### src/rtl/uart_tx_ng_pkg.sv
// Shared types and helpers for the uart_tx_ng transmitter: line configuration,
// word-length encoding, FSM states and the parity rule.
package uart_tx_ng_pkg;

  localparam int MAX_BITS = 9;

  typedef enum logic [2:0] {
    wls_5bits = 3'd0,
    wls_6bits = 3'd1,
    wls_7bits = 3'd2,
    wls_8bits = 3'd3,
    wls_9bits = 3'd4
  } wls_t;

  typedef struct packed {
    wls_t wls;
    logic pen;
    logic eps;
    logic stick_parity;
    logic stb;
    logic set_break;
    logic afe;
  } tx_cfg_t;

  typedef enum logic [2:0] {
    IDLE,
    START,
    DATA,
    PARITY,
    STOP
  } tx_state_t;

  function automatic int wls_bits(input wls_t w);
    return 5 + int'(w);
  endfunction

  // eps=0 gives odd parity, eps=1 even; stick parity forces the bit to ~eps.
  function automatic logic parity_bit(input logic [MAX_BITS-1:0] data, input wls_t wls,
                                      input logic eps, input logic stick);
    logic x;
    x = 1'b0;
    for (int i = 0; i < MAX_BITS; i++) begin
      if (i < wls_bits(wls)) x ^= data[i];
    end
    if (stick) return ~eps;
    return eps ? x : ~x;
  endfunction

endpackage

### src/rtl/uart_tx_ng.sv
// UART transmitter: start, 5..9 data bits LSB first, optional parity, 1/1.5/2
// stop bits, paced by an external baud tick with OVS ticks per bit.
module uart_tx_ng
  import uart_tx_ng_pkg::*;
#(
  parameter int DATA_W = 8,
  parameter int OVS    = 16
) (
  input  logic              clk_i,
  input  logic              rst_i,
  input  logic              baudout_i,
  input  tx_cfg_t           cfg_i,
  input  logic              cts_i,
  input  logic [DATA_W-1:0] tx_data_i,
  input  logic              tx_valid_i,
  output logic              tx_ready_o,
  output logic              sr_empty_o,
  output logic              frame_done_o,
  output logic              sout_o
);

  localparam int TW = $clog2(2 * OVS);
  localparam logic [TW-1:0] TICK_BIT = TW'(OVS - 1);

  tx_state_t         state_q;
  logic [TW-1:0]     tick_q;
  logic [TW-1:0]     stop_ld_q;
  logic [3:0]        bit_q;
  logic [DATA_W-1:0] shreg_q;
  logic              pen_q;
  logic              par_q;
  logic              sout_q;
  logic              sout_o_q;
  logic              sr_empty_q;
  logic              done_q;
  logic              rdy_q;
  logic              xfer;
  logic              tick_end;

  function automatic logic [3:0] frame_bits(input wls_t w);
    int n;
    n = wls_bits(w);
    if (n > DATA_W) n = DATA_W;
    return 4'(n);
  endfunction

  // Tick preload for the stop phase; counter counts down to zero inclusive.
  function automatic logic [TW-1:0] stop_ticks(input tx_cfg_t c);
    if (!c.stb) return TW'(OVS - 1);
    if (c.wls == wls_5bits) return TW'(3 * OVS / 2 - 1);
    return TW'(2 * OVS - 1);
  endfunction

  assign tx_ready_o   = rdy_q & (~cfg_i.afe | cts_i);
  assign xfer         = tx_valid_i & tx_ready_o;
  assign tick_end     = baudout_i & (tick_q == '0);
  assign sr_empty_o   = sr_empty_q;
  assign frame_done_o = done_q;
  assign sout_o       = sout_o_q;

  // Frame payload and per-frame settings, held from acceptance to frame end.
  always_ff @(posedge clk_i) begin
    if (xfer) begin
      shreg_q   <= tx_data_i;
      pen_q     <= cfg_i.pen;
      stop_ld_q <= stop_ticks(cfg_i);
      par_q     <= parity_bit(MAX_BITS'(tx_data_i), cfg_i.wls, cfg_i.eps, cfg_i.stick_parity);
    end else if (state_q == DATA && tick_end) begin
      shreg_q <= shreg_q >> 1;
    end
  end

  always_ff @(posedge clk_i) begin
    if (rst_i) begin
      state_q    <= IDLE;
      tick_q     <= '0;
      bit_q      <= '0;
      sout_q     <= 1'b1;
      sout_o_q   <= 1'b1;
      sr_empty_q <= 1'b1;
      done_q     <= 1'b0;
      rdy_q      <= 1'b0;
    end else begin
      sout_o_q <= sout_q & ~cfg_i.set_break;
      done_q   <= 1'b0;
      if (baudout_i && tick_q != '0) tick_q <= tick_q - TW'(1);
      case (state_q)
        IDLE: begin
          rdy_q <= ~xfer;
          if (xfer) begin
            state_q    <= START;
            tick_q     <= TICK_BIT;
            bit_q      <= frame_bits(cfg_i.wls) - 4'd1;
            sout_q     <= 1'b0;
            sr_empty_q <= 1'b0;
          end
        end
        START: if (tick_end) begin
          state_q <= DATA;
          tick_q  <= TICK_BIT;
          sout_q  <= shreg_q[0];
        end
        DATA: if (tick_end) begin
          if (bit_q == '0) begin
            if (pen_q) begin
              state_q <= PARITY;
              tick_q  <= TICK_BIT;
              sout_q  <= par_q;
            end else begin
              state_q <= STOP;
              tick_q  <= stop_ld_q;
              sout_q  <= 1'b1;
            end
          end else begin
            bit_q  <= bit_q - 4'd1;
            tick_q <= TICK_BIT;
            sout_q <= shreg_q[1];
            // The shift register drains as the final data bit goes out.
            if (bit_q == 4'd1) sr_empty_q <= 1'b1;
          end
        end
        PARITY: if (tick_end) begin
          state_q <= STOP;
          tick_q  <= stop_ld_q;
          sout_q  <= 1'b1;
        end
        STOP: if (tick_end) begin
          state_q <= IDLE;
          done_q  <= 1'b1;
          rdy_q   <= 1'b1;
        end
        default: state_q <= IDLE;
      endcase
    end
  end

endmodule

### config.mk
export PLATFORM = sky130hd
export DESIGN_NAME = uart_tx_ng
export DESIGN_NICKNAME = d
export VERILOG_FILES = /design/src/rtl/uart_tx_ng_pkg.sv /design/src/rtl/uart_tx_ng.sv
export SDC_FILE = /design/constraint.sdc
export NUM_CORES = 1
export LEC_CHECK = 0
export BUFFER_PORTS_ARGS = -buffer_cell sky130_fd_sc_hd__buf_2
export CORE_ASPECT_RATIO = 0.6
export CORE_MARGIN = 3
export CORE_UTILIZATION = 40
export DETAILED_ROUTE_END_ITERATION = 8
export GPL_TIMING_DRIVEN = 0
export PLACE_DENSITY = 0.59
export SETUP_SLACK_MARGIN = 0.3
export SYNTH_ARGS = -nofsm -noshare
export SYNTH_HDL_FRONTEND = slang
export SYNTH_SLANG_ARGS = --single-unit
### constraint.sdc
create_clock -name clk_i -period 3 [get_ports clk_i]
set_clock_uncertainty 0.2 [all_clocks]
set_input_delay 0.15 -clock clk_i [delete_from_list [all_inputs] [get_ports clk_i]]
set_output_delay 0.15 -clock clk_i [all_outputs]
set_load 0.005 [all_outputs]
==> results.txt, run 1 <==
Fin Setup TNS: 0 ns
worst skew pair latency: 0.28 ns
leakage: 0.811 nW
final wirelength: 3970 um
cell area after synthesis: 1710 um2
via count: 1439
row cnt: 17
Tightest Hold Check Type: primary input to flip-flop
CP Capture Type: flip-flop
met1 wire length: 2270 um
RSZ-0062 raised after global routing: false
WL/cell: 14.2 um
P per Cell Area: 616 nW/um2
clock buffer depth: 2
final setup fails: 0
initial antenna violation count: 0
# fillers: 354
R2R setup slack: 0.69 ns
starting density of the core: 44.1%
Tmin final: 2.31 ns
Min-Delay Endpoint: shreg_q[7]
die area: 5110 um2
Yosys top cell by area: edfxtp_1
Chip Height: 56.6 um
dpl hpwl: 3120 um
Max Slew Vio Count: 0
DR WL met3: 198 um
worst reg2reg endpoint: shreg_q[0]
Synth Flop Type: dfxtp_1
status: finished clean
H-tree levels: 2
total CTS buffers: 5
worst slack, placed: 0.388 ns
worst path cell trace: inv_1 -> ha_1 -> nor4b_4 -> nand2_1 -> o21ai_1
leading post-synthesis cells by cell area: edfxtp_1, dfxtp_1, ha_1
Core Area: 3870 um2
Crit Path Class: flip-flop to flip-flop
Die Width: 90.3 um
register area share after synthesis: 41.1%
synth warn: 0
Hold Path Origin: tx_data_i[7]
Routed Antenna Nets: 0
global-route wire length before repair: 6500 um
hold depth: 2
RePlAce Congestion: 0.803
Routed met2 length: 1480 um
top-area cell type share of the netlist area: 21.1%
vias in the first global route: 1327
Final Cycle Share: 76.9%
Least-Margin Pin Slew: 0.734 ns
max-cap violation count: 0
clock tree sinks: 29
CTS Root Cell: clkbuf_8
Syn Nets: 216
I/O pins: 26
Final Worst Setup Slack: 0.692 ns
share of cells above drive strength 1: 19.7%
Post-Synthesis Cells: 186
reg2reg path depth: 5
syn_area_per_cell: 9.18 um2
Hold Vio Cnt, Final: 0
Slew headroom: 50.6%
worst vdd ir: 0.302 mV
Remaining DRCs: 0
FF-to-FF Start: tick_q[0]
CTS tree: built
drt first pass iters: 4
Arr. time, crit path: 2.01 ns
Overflow after GRT: 0
largest net degree at the start of global routing: 11
Critical Path Source Type: flip-flop
Seq cells post-synth: 29
count of input and output buffers: 24
antenna cells: 0
required time of the critical path: 2.71 ns
GRT Overall Usage: 16.3%
Post-synth ARST share: 0%
Layout area overhead: 20.4%
max incr delay on CP: 0.63 ns
CP max FO: 8
vias per cell: 5.14
critical path's slowest cell: o21ai_1
EDFF count, synth: 12
Worst-path clk slew: 0.06 ns
nets@finish: 252
Cell variety after synth: 49
starting DRC count in detailed routing: 98
Top Metal Used: met4
fmax: 0.433 GHz
-- critical path, delay by kind of cell (launching register included) --
family,cells,cell delay [ns]
AOI/OAI and AO/OA,1,0.63
and+or+nand+nor,2,0.53
DFF,1,0.31
adders and majority gates,1,0.20
buffers and inverters,1,0.08
-- synthesized netlist by cell type, types with 2 or more instances --
cell type	number
nand2_1	16
xnor2_1	5
nand2b_1	5
dfxtp_1	17
nand3_1	5
nor2_1	14
nor4_1	3
o211ai_1	3
o21bai_1	2
nor3_1	5
a311oi_1	2
o21ai_0	5
clkbuf_1	5
o22ai_1	2
edfxtp_1	12
a31oi_1	2
ha_1	8
inv_1	13
nand3b_1	4
mux2_2	6
a211o_1	3
nor2b_1	5
xor2_1	5
a21oi_1	14
-- per-layer routing --
metal / vias up / track usage, %
met4: 0 / 4.14
met5: - / 0
met3: 5 / 5.09
met2: 26 / 21.1
met1: 667 / 25.3
li1: 741 / -
-- logic make-up after synthesis --
| family | synth area share (%) |
|---|---|
| adder cells (fa/ha/maj) | 5.87 |
| AND/OR/NAND/NOR | 22.1 |
| flip-flops | 41.1 |
| buffers and inverters | 4.25 |
| AO/OA/AOI/OAI | 17.0 |
| XOR/XNOR | 5.13 |
| multiplexers | 4.55 |
-- power by group --
group | internal [mW] | switching, mW | total (mW)
Sequential | 0.467 | 0.0437 | 0.510
Clock | 0.245 | 0.139 | 0.384
Combinational | 0.171 | 0.199 | 0.371
Total | 0.882 | 0.383 | 1.26
-- cell type report --
type	count	area [um2]	area share (%)
Multi-Input combinational cell	138	933	45.4
Buffer	6	23.8	1.16
Clock inverter	2	33.8	1.64
Inverter	13	48.8	2.38
Clock buffer	6	72.6	3.53
Sequential cell	29	701	34.1
Timing Repair Buffer	29	170	8.28
Tap cell	57	71.3	3.47
-- through the flow --
step	power, mW	utilization, %	instance area (um2)	cells	hold WS (ns)
after global routing	1.35	53.1	2050	280	0.0344
final	1.26	53.1	2050	280	0.0288
after floorplan	0.786	-	1710	186	0.0489
after CTS	1.27	53.1	2050	280	0.0161
after global placement	0.866	49.0	1900	267	0.127
after detailed placement	0.878	49.0	1900	267	0.128
-- worst max path at each step --
stage          startpoint         end
3_5_place_dp    tick_q[0]  shreg_q[4]
2_1_floorplan   tick_q[0]  shreg_q[0]
6_report        tick_q[0]  shreg_q[0]
3_3_place_gp    tick_q[0]  shreg_q[2]
5_1_grt         tick_q[0]  shreg_q[0]
4_1_cts         tick_q[0]  shreg_q[0]
-- state kept, by name (all words and copies together) (netlist names) --
name and count:
sout_o 1, shreg_q 8, stop_ld_q 2, tick_q 5, rdy_q 1, frame_done_o 1, state_q 3, pen_q 1
sr_empty_o 1, sout_q 1, par_q 1, bit_q 4
-- placed cells by master, fill, tap and decap left out, types with 5 or more instances in the layout --
cell type | synthesis | routed
nor3_1 | 5 | 5
a21oi_1 | 14 | 14
xnor2_1 | 5 | 5
xor2_1 | 5 | 5
mux2_2 | 6 | 6
ha_1 | 8 | 8
nand2_1 | 16 | 16
nor2b_1 | 5 | 5
nor2_1 | 14 | 14
inv_1 | 13 | 13
nand3_1 | 5 | 5
dlygate4sd3_1 | 0 | 5
nand2b_1 | 5 | 5
dfxtp_1 | 17 | 17
buf_2 | 1 | 25
clkbuf_8 | 0 | 5
clkbuf_1 | 5 | 6
edfxtp_1 | 12 | 12
-- what timing repair did --
| item | 4_1_cts | 5_1_grt |
|---|---|---|
| setup endpoints to repair | 0 | 8 |
| hold buffers | 5 | 0 |
| setup buffers | 0 | 0 |
| hold endpoints to repair | 6 | 0 |
| gates resized for setup | 0 | 1 |
(Power assumes the default switching activity.)
==> inputs of run 2 (changes only) <==
--- a/config.mk
+++ b/config.mk
@@ -5,13 +5,14 @@
 export SDC_FILE = /design/constraint.sdc
 export NUM_CORES = 1
 export LEC_CHECK = 0
+export ABC_AREA = 1
 export BUFFER_PORTS_ARGS = -buffer_cell sky130_fd_sc_hd__buf_2
 export CORE_ASPECT_RATIO = 0.6
 export CORE_MARGIN = 3
 export CORE_UTILIZATION = 40
 export DETAILED_ROUTE_END_ITERATION = 8
 export GPL_TIMING_DRIVEN = 0
-export PLACE_DENSITY = 0.59
+export PLACE_DENSITY = 0.58
 export SETUP_SLACK_MARGIN = 0.3
 export SYNTH_ARGS = -nofsm -noshare
 export SYNTH_HDL_FRONTEND = slang
==> constraint.sdc (replaced) <==
create_clock -name clk_i -period 2.3 [get_ports clk_i]
set_clock_uncertainty 0.2 [all_clocks]
set_input_delay 0.115 -clock clk_i [delete_from_list [all_inputs] [get_ports clk_i]]
set_output_delay 0.115 -clock clk_i [all_outputs]
set_load 0.005 [all_outputs]
==> results.txt, run 2 <==
logic gate share of total power: 49.6% (+20 points)
Layout area overhead: 30.2%
Cell variety after synth: 30 (-39%)
Synth Flop Type: dfxtp_1
Crit path depth: 14 (+9)
leading post-synthesis cells by cell area: edfxtp_1, dfxtp_1, nand2_1
drt first pass iters: 4 (unchanged)
Least-Margin Pin Slew: 0.476 ns (-0.258 ns)
Routed Antenna Nets: 0 (unchanged)
worst vdd ir: 0.583 mV (+93%)
antenna cells: 0 (unchanged)
hold depth: 4 (+2)
Overflow after GRT: 0 (unchanged)
starting density of the core: 43.5% (-0.58 points)
RSZ-0062 raised after global routing: true
number of flip-flops in the largest register: 8 (unchanged)
share of cells above drive strength 1: 26.5% (+6.8 points)
Crit path max-delay family: simple AND/OR/NAND/NOR gates
Fin Setup TNS: 0 ns (unchanged)
# fillers: 415 (+17%)
Critical Path Source Type: flip-flop
global-route wire length before repair: 7570 um (+16%)
die area: 5540 um2 (+8.3%)
Worst-path clk slew: 0.06 ns (about the same)
tightest hold margin: 0.0206 ns (-0.00818 ns)
vias per cell: 4.85 (-5.7%)
register area share after synthesis: 37.6% (-3.4 points)
Chip Height: 58.8 um (+4.0%)
nets@finish: 342 (+36%)
most common cell after layout, fill and taps aside: nand2_1
worst path cell trace: inv_2 -> ha_4 -> inv_4 -> nor3_4 -> nand2_1 -> nand2_2 -> inv_2 -> nand3_2 -> xor2_1 -> nand2_1 -> nand3_2 -> nand2_2 -> o21ai_1 -> inv_1
Syn Nets: 290 (+34%)
total CTS buffers: 5 (unchanged)
Register Area: 703 um2 (+0.36%)
EDFF count, synth: 12 (unchanged)
fmax: 0.491 GHz (+13%)
WL/cell: 12.1 um (-14%)
H-tree levels: 2 (unchanged)
Post-Synthesis Cells: 260 (+40%)
required time of the critical path: 2.27 ns (-0.44 ns)
top cells by count, synth: nand2_1, inv_1, nor2_1, o21ai_0
Post-synth ARST share: 0% (unchanged)
Die Width: 94.1 um (+4.2%)
clock tree sinks: 29 (unchanged)
Slew headroom: 68.3% (+18 points)
register share of total power: 33.2% (-7.1 points)
final setup fails: 0 (unchanged)
GRT Overall Usage: 17.9% (+1.6 points)
largest register by flop count: shreg_q
I/O pins: 26 (unchanged)
leakage: 1.16 nW (+43%)
net switching power: 995 uW (+160%)
Yosys top cell by area: edfxtp_1
Tmin final: 2.04 ns (-0.271 ns)
commonest cells after routing, fill and taps aside: nand2_1, inv_1, buf_2, nor2_1, o21ai_0
Largest regs: shreg_q (8), tick_q (5), bit_q (4)
max-cap violation count: 0 (unchanged)
Remaining DRCs: 0 (unchanged)
starting DRC count in detailed routing: 116 (+18%)
P per Cell Area: 975 nW/um2 (+58%)
via count: 1808 (+26%)
CTS Root Cell: clkbuf_8
Hold Vio Cnt, Final: 0 (unchanged)
Crit Path Class: flip-flop to flip-flop
Tightest Hold Check Type: primary input to flip-flop
worst skew pair latency: 0.28 ns (about the same)
final wirelength: 4530 um (+14%)
CTS tree: built
count of input and output buffers: 25 (+4.2%)
status: finished clean
max incr delay on CP: 0.33 ns (-0.30 ns)
syn_area_per_cell: 7.16 um2 (-22%)
top-area cell type share of the netlist area: 19.4% (-1.8 points)
critical path's slowest cell: dfxtp_2
clock power share: 17.3% (-13 points)
Seq cells post-synth: 29 (unchanged)
cell area after synthesis: 1860 um2 (+9.1%)
dpl hpwl: 3390 um (+8.6%)
Core Area: 4280 um2 (+11%)
Max Slew Vio Count: 0 (unchanged)
CP max FO: 3 (-5)
Final Cycle Share: 88.5% (+12 points)
internal power: 1.37 mW (+55%)
clock buffer depth: 2 (unchanged)
Sw Share: 42.1% (+12 points)
WP buf/inv: 4 (+3)
reg2reg path depth: 14 (+9)
area of the multi-input gates: 1060 um2 (+14%)
row cnt: 18 (+1)
vias in the first global route: 1578 (+19%)
Arr. time, crit path: 2.01 ns (about the same)
CP Capture Type: flip-flop
RePlAce Congestion: 0.911 (+13%)
most frequent cell after synthesis: nand2_1
largest net degree at the start of global routing: 11 (unchanged)
initial antenna violation count: 0 (unchanged)
synth warn: 0 (unchanged)
-- run 2: cell count changes in the layout (fill, tap and decap cells not counted), sizes merged, moves of 7 or more --
cell         change
dlygate4sd3      +7
inv             +32
o21ai           +14
buf              +9
nand2           +59
nand3           +14
-- run 2: cells by family (layout without fill, tap and decap cells) --
| family | after synthesis | in the layout | synth area share (%) |
|---|---|---|---|
| AND/OR/NAND/NOR | 126 | 126 | 31.3 |
| adder cells (fa/ha/maj) | 8 | 8 | 5.38 |
| multiplexers | 1 | 1 | 0.538 |
| XOR/XNOR | 4 | 4 | 1.88 |
| flip-flops | 29 | 29 | 37.6 |
| AO/OA/AOI/OAI | 44 | 44 | 13.2 |
| buffers and inverters | 48 | 101 | 10.1 |
-- run 2: path summary, 6_finish.rpt --
kind | from | to | slack, ns
worst max-delay path | tick_q[1] | tick_q[3] | 0.26
worst min-delay path | rst_i | tick_q[2] | 0.02
worst max register to register | tick_q[1] | tick_q[3] | 0.26
worst min register to register | sr_empty_o | sr_empty_o | 0.29
-- run 2: worst register-to-register path, cell delays in order, from the launching register on --
cell and delay [ns]:
dfxtp_2 0.33, inv_2 0.06, ha_4 0.13, inv_4 0.04
nor3_4 0.26, nand2_1 0.10, nand2_2 0.10, inv_2 0.05
nand3_2 0.05, xor2_1 0.20, nand2_1 0.10, nand3_2 0.07
nand2_2 0.05, o21ai_1 0.14, inv_1 0.06
-- run 2: stage by stage --
stage | instances | cell area [um2] | util [%] | worst slack, ns | power [mW]
after CTS | 366 | 2290 | 53.5 | 0.305 | 2.15
final | 373 | 2420 | 56.6 | 0.263 | 2.36
after global placement | 345 | 2060 | 48.2 | 0.0849 | 1.68
after global routing | 373 | 2420 | 56.6 | 0.160 | 2.56
after detailed placement | 345 | 2060 | 48.2 | 0.0983 | 1.69
after floorplan | 260 | 1860 | - | 0.401 | 1.46
-- run 2: power groups by stage --
stage / combinational, mW / clock, mW / sequential, mW
after detailed placement: 0.905 / 0 / 0.781
after global placement: 0.903 / 0 / 0.780
after global routing: 1.32 / 0.442 / 0.800
after floorplan: 0.696 / 0 / 0.759
after CTS: 0.959 / 0.415 / 0.776
final: 1.17 / 0.408 / 0.784
-- run 2: repair_timing --
item / 4_1_cts / 5_1_grt
pin swaps: 0 / 7
setup endpoints to repair: 14 / 21
hold endpoints to repair: 11 / 0
hold buffers: 12 / 0
gates resized for setup: 3 / 24
buffers inserted: 1 / 7
-- run 2: final cells by class --
class                      count  area share (%)
inverter                      45            7.18
timing repair buffer          45            12.6
tap                           60            3.10
clock buffer                   5            2.84
clock inverter                 3           0.723
multi-input combinational    183            43.8
sequential                    29            29.0
buffer                         3           0.774
-- run 2: per-layer routing --
| metal | vias to the layer above | part of all wire (%) | global-route usage (%) | routed length (um) |
|---|---|---|---|---|
| met5 | - | 0 | 0 | 0 |
| met4 | 0 | 0.97 | 4.32 | 44 |
| met3 | 6 | 5.9 | 4.98 | 267 |
| met2 | 44 | 38 | 23.8 | 1730 |
| met1 | 804 | 55 | 27.9 | 2480 |
| li1 | 954 | - | - | - |
==> inputs of run 3 (changes only) <==
--- a/config.mk
+++ b/config.mk
@@ -7,7 +7,6 @@
 export LEC_CHECK = 0
 export ABC_AREA = 1
 export BUFFER_PORTS_ARGS = -buffer_cell sky130_fd_sc_hd__buf_2
-export CORE_ASPECT_RATIO = 0.6
 export CORE_MARGIN = 3
 export CORE_UTILIZATION = 40
 export DETAILED_ROUTE_END_ITERATION = 8
==> constraint.sdc (replaced) <==
create_clock -name clk_i -period 2.2 [get_ports clk_i]
set_clock_uncertainty 0.2 [all_clocks]
set_input_delay 0.11 -clock clk_i [delete_from_list [all_inputs] [get_ports clk_i]]
set_output_delay 0.11 -clock clk_i [all_outputs]
set_load 0.005 [all_outputs]
==> results.txt, run 3 (synthesis results as in run 2) <==
status: finished clean
final setup fails: 0 (unchanged)
logic gate share of total power: 49.2% (-0.4 points)
count of input and output buffers: 25 (unchanged)
hold depth: 3 (-1)
P per Cell Area: 995 nW/um2 (+2.1%)
Core Area: 4410 um2 (+3.2%)
# fillers: 441 (+6.3%)
Layout area overhead: 33.5%
net switching power: 1.00 mW (+0.56%)
fmax: 0.527 GHz (+7.3%)
GRT Overall Usage: 16.4% (-1.5 points)
area of the multi-input gates: 1090 um2 (+2.6%)
vias in the first global route: 1638 (+3.8%)
antenna cells: 0 (unchanged)
vias per cell: 4.90 (+1.0%)
Critical Path Source Type: flip-flop
worst path cell trace: inv_2 -> ha_4 -> inv_4 -> nor3_4 -> nand2_1 -> nand2_2 -> inv_2 -> nand3_2 -> xor2_2 -> buf_4 -> a21oi_1 -> o21ai_1 -> inv_1
share of cells above drive strength 1: 28.4% (+1.9 points)
overall power: 2.47 mW (+4.7%)
Hold Path Origin: tx_data_i[3]
CP max FO: 3 (unchanged)
clock power share: 17.8% (+0.5 points)
Chip Height: 74.2 um (+26%)
Crit path depth: 13 (-1)
max incr delay on CP: 0.32 ns (about the same)
CTS Root Cell: clkbuf_8
Worst-path clk slew: 0.06 ns (about the same)
drt first pass iters: 4 (unchanged)
Hold Vio Cnt, Final: 0 (unchanged)
RSZ-0062 raised after global routing: true
starting DRC count in detailed routing: 97 (-16%)
via count: 1807 (-0.055%)
internal power: 1.47 mW (+7.7%)
Crit path max-delay family: simple AND/OR/NAND/NOR gates
Most common cell on crit path: inv_2
clock tree sinks: 29 (unchanged)
Sw Share: 40.5% (-1.7 points)
nets@finish: 346 (+1.2%)
RePlAce Congestion: 0.907 (-0.48%)
row cnt: 24 (+6)
FF-to-FF Start: tick_q[0]
Tmin final: 1.90 ns (-0.139 ns)
worst vdd ir: 0.367 mV (-37%)
H-tree levels: 2 (unchanged)
starting density of the core: 42.2% (-1.3 points)
Overflow after GRT: 0 (unchanged)
Die Width: 74.2 um (-21%)
max-cap violation count: 0 (unchanged)
Largest regs: shreg_q (8), tick_q (5), bit_q (4)
worst skew pair latency: 0.28 ns (about the same)
initial antenna violation count: 0 (unchanged)
I/O pins: 26 (unchanged)
Max Slew Vio Count: 0 (unchanged)
global-route wire length before repair: 7030 um (-7.1%)
number of flip-flops in the largest register: 8 (unchanged)
clock buffer depth: 2 (unchanged)
Register Area: 703 um2 (unchanged)
Slew headroom: 70.2% (+1.9 points)
Final Cycle Share: 86.3% (-2.3 points)
Arr. time, crit path: 1.87 ns (-0.14 ns)
leakage: 1.20 nW (+3.0%)
commonest cells after routing, fill and taps aside: nand2_1, inv_1, buf_2, nor2_1
crit path launch: tick_q[0]
largest net degree at the start of global routing: 11 (unchanged)
Fin Setup TNS: 0 ns (unchanged)
total CTS buffers: 5 (unchanged)
Routed Antenna Nets: 0 (unchanged)
WP buf/inv: 5 (+1)
WL/cell: 11.7 um (-4.0%)
register share of total power: 33.0% (-0.2 points)
largest register by flop count: shreg_q
Least-Margin Pin Slew: 0.447 ns (-0.0288 ns)
Tightest Hold Check Type: primary input to flip-flop
final wirelength: 4300 um (-5.0%)
Crit Path Class: flip-flop to flip-flop
most common cell after layout, fill and taps aside: nand2_1
CP Capture Type: flip-flop
dpl hpwl: 3090 um (-8.8%)
reg2reg path depth: 13 (-1)
die area: 5510 um2 (-0.48%)
critical path's slowest cell: dfxtp_2
required time of the critical path: 2.17 ns (-0.10 ns)
CTS tree: built
Remaining DRCs: 0 (unchanged)
==> run 3: changes by cell type in the layout (fill, tap and decap cells not counted), sizes merged <==
cell         delta
clkbuf          +3
dlygate4sd3     +2
clkinvlp        -1
==> run 3: power by group through the flow <==
stage                     Combinational [mW]  Clock (mW)  Sequential (mW)
final                                   1.22       0.440            0.816
after global routing                    1.38       0.483            0.835
after CTS                               1.16       0.460            0.815
after detailed placement               0.938           0            0.816
after global placement                 0.928           0            0.815
after floorplan                        0.728           0            0.793
==> run 3: worst reg2reg max path, cell delays in order, from the launching register on <==
cell and delay [ns]:
dfxtp_2 0.32, inv_2 0.07, ha_4 0.14, inv_4 0.04
nor3_4 0.19, nand2_1 0.10, nand2_2 0.09, inv_2 0.04
nand3_2 0.07, xor2_2 0.19, buf_4 0.14, a21oi_1 0.05
o21ai_1 0.13, inv_1 0.04
==> run 3: area by class of cell <==
cell class              count  area share [%]
clock buffers               6            3.32
multi-input cells         183            43.8
repair buffers             49            13.9
plain buffers               3           0.755
flip-flops and latches     29            28.3
inverters                  45            7.00
well taps                  52            2.62
clock inverters             2           0.352
==> run 3: final timing paths <==
kind / slack, ns / to
max: 0.30 / tick_q[3]
min reg2reg: 0.28 / sout_q
min: 0.02 / shreg_q[3]
max reg2reg: 0.30 / tick_q[3]
==> run 3: routing by layer <==
metal  track usage, %  vias up  part of all wire [%]
met5                0        -                     0
met1             21.0      810                    48
met4             4.74        0                   1.1
met2             27.8       35                    47
li1                 -      958                     -
met3             3.65        4                   4.1
==> run 3: through the flow <==
step | cells | hold slack [ns] | instance area (um2) | util, % | worst slack (ns)
detailed placement | 337 | 0.102 | 2050 | 46.5 | -0.00541
CTS | 367 | 0.00947 | 2410 | 54.6 | 0.262
floorplan | 260 | 0.00887 | 1860 | - | 0.301
finish | 369 | 0.0243 | 2490 | 56.3 | 0.302
global placement | 337 | 0.101 | 2050 | 46.5 | 0.00706
global route | 369 | 0.0378 | 2490 | 56.3 | 0.183
==> run 3: what timing repair did <==
action,CTS,global route
resized for setup,18,19
hold buffers,14,0
pin swaps,6,8
buffers inserted,8,2
endpoints found under the setup margin,16,20
endpoints found under the hold margin,16,0
